--- config.mk ---
export PLATFORM = sky130hd
export DESIGN_NAME = text_writer_flat
export DESIGN_NICKNAME = d
export VERILOG_FILES = /design/src/rtl/text_writer_if.sv /design/src/rtl/text_writer.sv /design/src/flat_wrapper.sv
export SDC_FILE = /design/constraint.sdc
export NUM_CORES = 1
export LEC_CHECK = 0
export CAP_MARGIN = 5
export CORE_MARGIN = 2
export CORE_UTILIZATION = 35
export DETAILED_ROUTE_END_ITERATION = 6
export GPL_TIMING_DRIVEN = 0
export PLACE_DENSITY_LB_ADDON = 0.08
export SYNTH_ARGS = -nofsm -noshare
export SYNTH_HDL_FRONTEND = slang
export SYNTH_SLANG_ARGS = --single-unit
--- constraint.sdc ---
create_clock -name clk_pix -period 8.95 [get_ports clk_pix]
set_clock_uncertainty 0.1 [all_clocks]
set_input_delay 1.79 -clock clk_pix [delete_from_list [all_inputs] [get_ports clk_pix]]
set_output_delay 1.79 -clock clk_pix [all_outputs]
set_load 0.05 [all_outputs]
--- src/rtl/text_writer_if.sv ---
// Byte-stream handshake between a character source (CPU/UART) and the text writer.
// The source holds in_data/in_attr stable until a cycle with in_valid && in_ready.
interface text_writer_if;
    logic       in_valid;
    logic       in_ready;
    logic [7:0] in_data;
    logic [7:0] in_attr;

    modport master (output in_valid, output in_data, output in_attr, input  in_ready);
    modport slave  (input  in_valid, input  in_data, input  in_attr, output in_ready);
endinterface

--- src/rtl/text_writer.sv ---
// Text-mode writer: consumes character/control bytes, tracks the cursor and
// writes {attr, char} words into the character-cell RAM, including clears.
module text_writer #(
    parameter int          COLS       = 80,
    parameter int          ROWS       = 30,
    parameter int          ADDR_W     = 12,
    parameter logic [7:0]  ATTR_BLANK = 8'h07
) (
    input  logic              clk_pix,
    input  logic              rst,
    text_writer_if.slave      src,
    output logic              wr_en,
    output logic [ADDR_W-1:0] wr_addr,
    output logic [15:0]       wr_data,
    output logic [6:0]        cursor_col,
    output logic [4:0]        cursor_row,
    output logic              busy
);

    typedef enum logic [1:0] {CLEAR_ALL, IDLE, CLEAR_LINE} state_t;

    localparam int                CW       = ADDR_W + 1;
    localparam logic [CW-1:0]     CELLS    = CW'(COLS * ROWS);
    localparam logic [CW-1:0]     LINE     = CW'(COLS);
    localparam logic [15:0]       BLANK    = {ATTR_BLANK, 8'h20};
    localparam logic [6:0]        LAST_COL = 7'(COLS - 1);
    localparam logic [4:0]        LAST_ROW = 5'(ROWS - 1);
    localparam logic [ADDR_W-1:0] ROW_STEP = ADDR_W'(COLS);

    localparam logic [7:0] CH_BS  = 8'h08;
    localparam logic [7:0] CH_LF  = 8'h0A;
    localparam logic [7:0] CH_FF  = 8'h0C;
    localparam logic [7:0] CH_CR  = 8'h0D;
    localparam logic [7:0] CH_DEL = 8'h7F;

    state_t              state_reg, state_next;
    logic                live_reg;
    logic [CW-1:0]       cnt_reg, cnt_next;
    logic [6:0]          col_reg, col_next;
    logic [4:0]          row_reg, row_next;
    logic [ADDR_W-1:0]   row_base_reg, row_base_next;
    logic                wr_en_reg, wr_en_next;
    logic [ADDR_W-1:0]   wr_addr_reg, wr_addr_next;
    logic [15:0]         wr_data_reg, wr_data_next;

    logic                accept;
    logic                is_print;
    logic [4:0]          adv_row;
    logic [ADDR_W-1:0]   adv_base;
    logic [ADDR_W-1:0]   cursor_addr;

    // live_reg keeps busy/in_ready low while rst is held, even though the
    // state register already points at CLEAR_ALL.
    assign src.in_ready = live_reg && (state_reg == IDLE);
    assign busy         = live_reg && (state_reg != IDLE);
    assign accept       = src.in_valid && src.in_ready;
    assign is_print     = (src.in_data >= 8'h20) && (src.in_data != CH_DEL);

    // Row advance wraps to the top of the screen instead of scrolling.
    assign adv_row     = (row_reg == LAST_ROW) ? 5'd0 : row_reg + 5'd1;
    assign adv_base    = (row_reg == LAST_ROW) ? '0 : row_base_reg + ROW_STEP;
    assign cursor_addr = row_base_reg + ADDR_W'(col_reg);

    assign wr_en      = wr_en_reg;
    assign wr_addr    = wr_addr_reg;
    assign wr_data    = wr_data_reg;
    assign cursor_col = col_reg;
    assign cursor_row = row_reg;

    always_ff @(posedge clk_pix) begin
        if (rst) begin
            state_reg    <= CLEAR_ALL;
            live_reg     <= 1'b0;
            cnt_reg      <= '0;
            col_reg      <= '0;
            row_reg      <= '0;
            row_base_reg <= '0;
            wr_en_reg    <= 1'b0;
            wr_addr_reg  <= '0;
            wr_data_reg  <= '0;
        end else begin
            state_reg    <= state_next;
            live_reg     <= 1'b1;
            cnt_reg      <= cnt_next;
            col_reg      <= col_next;
            row_reg      <= row_next;
            row_base_reg <= row_base_next;
            wr_en_reg    <= wr_en_next;
            wr_addr_reg  <= wr_addr_next;
            wr_data_reg  <= wr_data_next;
        end
    end

    always_comb begin
        state_next    = state_reg;
        cnt_next      = cnt_reg;
        col_next      = col_reg;
        row_next      = row_reg;
        row_base_next = row_base_reg;
        wr_en_next    = 1'b0;
        wr_addr_next  = wr_addr_reg;
        wr_data_next  = wr_data_reg;

        case (state_reg)
            CLEAR_ALL: begin
                if (live_reg) begin
                    if (cnt_reg < CELLS) begin
                        wr_en_next   = 1'b1;
                        wr_addr_next = cnt_reg[ADDR_W-1:0];
                        wr_data_next = BLANK;
                        cnt_next     = cnt_reg + 1'b1;
                    end else begin
                        state_next = IDLE;
                        cnt_next   = '0;
                    end
                end
            end

            CLEAR_LINE: begin
                if (cnt_reg < LINE) begin
                    wr_en_next   = 1'b1;
                    wr_addr_next = row_base_reg + ADDR_W'(cnt_reg);
                    wr_data_next = BLANK;
                    cnt_next     = cnt_reg + 1'b1;
                end else begin
                    state_next = IDLE;
                    cnt_next   = '0;
                end
            end

            IDLE: begin
                if (accept) begin
                    if (is_print) begin
                        wr_en_next   = 1'b1;
                        wr_addr_next = cursor_addr;
                        wr_data_next = {src.in_attr, src.in_data};
                        if (col_reg < LAST_COL) begin
                            col_next = col_reg + 7'd1;
                        end else begin
                            col_next      = '0;
                            row_next      = adv_row;
                            row_base_next = adv_base;
                            cnt_next      = '0;
                            state_next    = CLEAR_LINE;
                        end
                    end else if (src.in_data == CH_LF) begin
                        col_next      = '0;
                        row_next      = adv_row;
                        row_base_next = adv_base;
                        cnt_next      = '0;
                        state_next    = CLEAR_LINE;
                    end else if (src.in_data == CH_CR) begin
                        col_next = '0;
                    end else if (src.in_data == CH_BS) begin
                        if (col_reg != 7'd0) begin
                            col_next     = col_reg - 7'd1;
                            wr_en_next   = 1'b1;
                            wr_addr_next = cursor_addr - 1'b1;
                            wr_data_next = BLANK;
                        end
                    end else if (src.in_data == CH_FF) begin
                        col_next      = '0;
                        row_next      = '0;
                        row_base_next = '0;
                        cnt_next      = '0;
                        state_next    = CLEAR_ALL;
                    end
                end
            end

            default: begin
                state_next = CLEAR_ALL;
                cnt_next   = '0;
            end
        endcase
    end

endmodule

--- src/flat_wrapper.sv ---
// flat-port wrapper written by rule: the top's interface ports become plain ports
module text_writer_flat 
#(
    parameter int          COLS       = 80,
    parameter int          ROWS       = 30,
    parameter int          ADDR_W     = 12,
    parameter logic [7:0]  ATTR_BLANK = 8'h07
)
  (clk_pix, rst, wr_en, wr_addr, wr_data, cursor_col, cursor_row, busy, src_in_valid, src_in_data, src_in_attr, src_in_ready);
  text_writer_if src_i ();
  input  logic clk_pix;
  input  logic rst;
  output logic wr_en;
  output logic [ADDR_W-1:0] wr_addr;
  output logic [15:0] wr_data;
  output logic [6:0] cursor_col;
  output logic [4:0] cursor_row;
  output logic busy;
  input wire logic [$bits(src_i.in_valid)-1:0] src_in_valid;
  input wire logic [$bits(src_i.in_data)-1:0] src_in_data;
  input wire logic [$bits(src_i.in_attr)-1:0] src_in_attr;
  output wire logic [$bits(src_i.in_ready)-1:0] src_in_ready;
  assign src_i.in_valid = src_in_valid;
  assign src_i.in_data = src_in_data;
  assign src_i.in_attr = src_in_attr;
  assign src_in_ready = src_i.in_ready;
  text_writer #(.COLS(COLS), .ROWS(ROWS), .ADDR_W(ADDR_W), .ATTR_BLANK(ATTR_BLANK)) u_core (.clk_pix(clk_pix), .rst(rst), .src(src_i), .wr_en(wr_en), .wr_addr(wr_addr), .wr_data(wr_data), .cursor_col(cursor_col), .cursor_row(cursor_row), .busy(busy));
endmodule
; ---- After elaboration in Yosys (flattened, before gate mapping)
; Index checks and enable logic that the tools add are counted.
[word_totals]
register_bits = 69
latch_bits = 0
ramBits = 0
rom_bits = 0
inputBits = 19
out_inout_bits = 43
word_cells = 136
memories = 0
[classes]
add_sub_neg = 8
mul = 0
n_div = 0
n_lt_le_gt_ge = 4
n_eq_ne = 27
shift = 0
mux = 74
bitwise = 0
n_reduce_logical = 14
[op_table]
columns = operator, n
row1 = 12-bit two-way mux, 16
row2 = 16-bit two-way mux, 9
row3 = 13-bit two-way mux, 10
row4 = 7-bit two-way mux, 7
row5 = 16-bit case mux with 3 select lines, 1
row6 = 13-bit case mux with 3 select lines, 1
row7 = 12-bit case mux with 3 select lines, 1
row8 = 5-bit two-way mux, 7
row9 = 8-bit by 4-bit equality test with 1-bit output (second input constant), 4
row10 = 2-bit two-way mux, 10
row11 = 13-bit by 1-bit adder with 13-bit output (second input constant), 1
row12 = 13-bit by 12-bit less-than comparator with 1-bit output (second input constant), 1
row13 = 13-bit by 7-bit less-than comparator with 1-bit output (second input constant), 1
row14 = 12-bit adder, 1
row15 = 12-bit by 7-bit adder with 12-bit output, 1
row16 = 12-bit by 7-bit adder with 12-bit output (second input constant), 1
row17 = 3-bit by 2-bit != test with 1-bit output (second input constant), 4
row18 = 4-bit by 3-bit != test with 1-bit output (second input constant), 3
row19 = 6-bit AND reduction, 2
row20 = 12-bit by 1-bit subtractor with 12-bit output (second input constant), 1
row21 = 1-bit two-way mux, 10
row22 = 2-bit by 1-bit != test with 1-bit output (second input constant), 5
row23 = 9-bit AND reduction, 1
row24 = 8-bit by 6-bit greater-or-equal comparator with 1-bit output (second input constant), 1
row25 = 21 further kinds, 28

; ---- Logic depth before layout (Yosys ltp)
[depth]
word_depth = 9
ltp_mapped = 11
depth_no_buf = 10

; ---- Worst setup path after synthesis
; OpenSTA, ideal clock, no wires.
[synth_path]
kind = input-to-reg
startpoint = input src_in_data[1]
endpoint = register u_core.cnt_reg[10]
setup_ps = 64
arrival_time_ps = 3927
required_time_ps = 8786
path_slack_ps = 4860
stages = 11
path_buffers = 3
path_cell_list = buf_4 -> nand4_1 -> o32ai_4 -> mux2i_1 -> o21ai_1 -> and2_1 -> buf_2 -> nand2_1 -> nand2_1 -> buf_4 -> nor2_1
[synth_between]
elab_chain_cells = 5
elab_cells_between_ends = 16
classes_between = order compare: 1 / eq/ne: 9 / mux: 4 / reduce/logical: 2
[synth_lines]
columns = element, line
row1 = start: declaration, flat_wrapper.sv:20  ; input wire logic [$bits(src_i.in_data)-1:0] src_in_data;
row2 = "8-bit by 6-bit greater-or-equal comparator with 1-bit output, or another cell as far along", text_writer.sv:57  ; assign is_print = (src.in_data >= 8'h20) && (src.in_data != CH_DEL);
row3 = 1-bit logical AND / 13-bit two-way mux (equally long branches), "text_writer.sv:57, text_writer.sv:146"
row4 = 13-bit two-way mux, text_writer.sv:133  ; if (is_print) begin
row5 = 13-bit two-way mux, text_writer.sv:132  ; if (accept) begin
row6 = 13-bit case mux with 3 select lines, text_writer.sv:104  ; case (state_reg)
row7 = end signal: assignment, text_writer.sv:84  ; cnt_reg <= cnt_next;
row8 = end: declaration, text_writer.sv:38  ; logic [CW-1:0] cnt_reg, cnt_next;
; Parallel ways exist; a longest one is shown, timed or not. The select of a mux whose other input is x is not followed.
; A chain may end at the register's enable or synchronous reset.

; ---- Final worst setup path
[layout_path]
startpoint = input src_in_data[4]
endpoint = register u_core.cnt_reg[7]
; The elaborated chain is that of the path after synthesis.

==> results.sh <==
export IMPL_synth_top_family_by_area="simple AND/OR/NAND/NOR gates"
export IMPL_largest_register_ffs=16
export IMPL_num_antenna_cells=0
export IMPL_r2r_start="u_core.cnt_reg[1]"
export IMPL_ant_nets=0
export IMPL_period_share=0.564
export IMPL_synth_edf_count=0
export IMPL_leakage_nw=2.10
export IMPL_ys_seq_area_frac=0.302
export IMPL_synthAdderAreaFrac=0.0907
export IMPL_cts_resized=0
export IMPL_clk_latency_ns=0.34
export IMPL_synth_area_um2=4580
export IMPL_num_io_pins=62
export IMPL_cp_cell_sequence="clkdlybuf4s50_1 > nand4_1 > o32ai_4 > mux2i_1 > o21ai_1 > and2_1 > buf_2 > nand2_1 > nand2_1 > buf_4 > nor2_1"
export IMPL_cpMaxStageDelayCell="mux2i_1"
export IMPL_grt_pass1_wl_um=22200
export IMPL_yosysTopAreaCell="dfxtp_1"
export IMPL_antenna_found_initial=0
export IMPL_hold_viol_final=0
export IMPL_wl_um=13800
export IMPL_finalWeightedCongestion=0.905
export IMPL_numCtsBuffers=9
export IMPL_yosys_mux_area_fraction=0.0137
export IMPL_worst_setup_path_type="input port to register"
export IMPL_endpoint_kind="register"
export IMPL_synth_top_cells_by_area="dfxtp_1, ha_1, nor2_1, xnor2_1, a21oi_1"
export IMPL_crit_required_ns=9.13
export IMPL_powerDensity_nw_per_um2=132
export IMPL_tightestPinTransition_ns=0.956
export IMPL_start_util=0.360
export IMPL_core_area_um2=12700
export IMPL_drv_cap=0
export IMPL_first_pass_iters=5
export IMPL_hold_path_class="register to register"
export IMPL_cp_max_fo=10
export IMPL_grt_max_degree=13
export IMPL_synth_top_area_frac=0.302
export IMPL_crit_arrival_ns=5.23
export IMPL_grt_util_all_layers=0.201
export IMPL_cts_tree="yes"
export IMPL_postSynthCellCount=565
export IMPL_irDropWorstVdd_mv=0.0632
export IMPL_synth_main_ff_cell="dfxtp_1"
export IMPL_clk_path_buf_depth=2
export IMPL_slew_viol_final=0
export IMPL_cts_sinks=69
export IMPL_avgRoutedWirePerCell_um=17.0
export IMPL_final_nets=687
export IMPL_syn_avg_cell_area_um2=8.11
export IMPL_period_needed_ns=5.05
export IMPL_grt_overflow=0
export IMPL_tns_ns=0
export IMPL_min_from="u_core.wr_data[0]"
export IMPL_max_stage_delay_ns=0.86
export IMPL_async_reset_ff_frac=0
export IMPL_routed_via_count=4344
export IMPL_drc=0
export IMPL_dpl_hpwl_um=10300
export IMPL_area_growth_syn_to_layout_pct=24.7
export IMPL_synth_warnings=0
export IMPL_drtIter0Drc=220
export IMPL_status="finished, final reports clean"
export IMPL_htree_num_levels=3
export IMPL_io_buffers=60
export IMPL_ys_ff_latch=69
export IMPL_cp_start_kind="input port"
export IMPL_ys_types=72
export IMPL_syn_num_nets=616
export IMPL_whs_ns=0.348
export IMPL_timing_critical_path_from="src_in_data[4]"
export IMPL_post_cts_buffers=0
export IMPL_die_area_um2=14000
export IMPL_synthXorXnorAreaFrac=0.0842
export IMPL_vias_per_cell=5.35
export IMPL_die_x_um=118
export IMPL_cts_hold_buf=0
export IMPL_synth_simple_area_share=0.234
export IMPL_n_fill_cell=1305
export IMPL_drive_gt1_frac=0.0688
export IMPL_synth_compound_area_share=0.229
export IMPL_fmax_mhz=198
export IMPL_slew_headroom=0.344
export IMPL_rsz0062_at_grt="false"
export IMPL_std_cell_rows=41
export IMPL_die_height_um=118
export IMPL_setup_viol=0
export IMPL_root_buffer="clkbuf_16"
export IMPL_grt_pass1_vias=4161
export IMPL_path_clk_slew_ns=0.06
export IMPL_crit_top_cell="nand2_1"
==> worst max-delay path: cells and delay by family <==
family	cells	cell delay, ns
buffers and inverters	3	0.95
and+or+nand+nor	5	0.85
muxes	1	0.86
AOI/OAI and AO/OA	2	0.77
==> through the flow <==
stage / setup WS [ns] / util / cells / total power [mW] / cell area [um^2]
2_1_floorplan: 4.86 / - / 565 / 0.353 / 4580
3_3_place_gp: 3.68 / 0.424 / 797 / 0.376 / 5400
3_5_place_dp: 3.59 / 0.424 / 797 / 0.376 / 5400
4_1_cts: 3.95 / 0.449 / 812 / 0.763 / 5710
5_1_grt: 3.66 / 0.449 / 812 / 0.780 / 5710
6_report: 3.90 / 0.449 / 812 / 0.753 / 5710
==> cell usage after synthesis (4+ instances only) <==
cell type  number
mux2i_1         4
a211oi_1       11
or3_1           5
a21oi_1        41
nor3_1         22
o211ai_1        6
nand2b_1        8
o21a_1          4
nand4_1        10
ha_1           30
nor2_1         74
inv_1          24
xor2_1         20
clkbuf_1       16
a21o_1          7
a211o_1         4
and3_1          5
nand2_1        51
and2_1          4
nand3_1        22
dfxtp_1        69
nor2b_1         5
a221oi_1        8
xnor2_1        24
o21ai_0        16
==> placed cells by master (no fill, tap or decap), drive strengths merged, types with 9 or more instances in the layout <==
cell type,instances
nor3,22
xnor2,24
clkdlybuf4s50,60
dfxtp,69
nand3,22
ha,30
a221oi,9
a21oi,41
inv,24
nor2,75
a211oi,12
nand4,10
clkbuf,25
o21ai,19
xor2,20
nand2,51
==> cell type report <==
| type | count | area (um^2) | area share |
|---|---|---|---|
| Multi-Input combinational cell | 447 | 2980 | 0.523 |
| Sequential cell | 69 | 1380 | 0.242 |
| Timing Repair Buffer | 60 | 601 | 0.105 |
| Clock buffer | 9 | 225 | 0.0394 |
| Tap cell | 172 | 215 | 0.0377 |
| Buffer | 24 | 119 | 0.0208 |
| Inverter | 25 | 95.1 | 0.0167 |
| Clock inverter | 6 | 88.8 | 0.0156 |
==> power breakdown <==
| part | internal, mW | leakage (nW) | switching (mW) | total (mW) |
|---|---|---|---|---|
| registers | 0.310 | 0.558 | 0.00334 | 0.314 |
| clock network | 0.242 | 0.147 | 0.141 | 0.383 |
| logic | 0.0214 | 1.39 | 0.0345 | 0.0559 |
==> layer usage <==
metal | wire (um) | share of wire | global-route usage
met1 | 6400 | 0.46 | 0.259
met2 | 6330 | 0.46 | 0.325
met3 | 717 | 0.052 | 0.0396
met4 | 365 | 0.026 | 0.0871
met5 | 0 | 0 | 0
==> worst paths after layout <==
| kind | endpoint | slack (ns) | cells after the start |
|---|---|---|---|
| setup / recovery | u_core.cnt_reg[7] | 3.90 | 11 |
| hold / removal | u_core.wr_data[0] | 0.35 | 2 |
| setup reg to reg | u_core.wr_addr[11] | 5.60 | 9 |
| hold reg to reg | u_core.wr_data[0] | 0.35 | 2 |
==> logic make-up (layout without fill, tap and decap cells) <==
group,Yosys count,count (layout)
adders and majority gates,32,32
AOI/OAI and AO/OA,141,141
DFF,69,69
xor gates and xnor gates,44,44
buffers and inverters,49,124
muxes,6,6
and+or+nand+nor,224,224
Power figures use the tool's default switching activity.
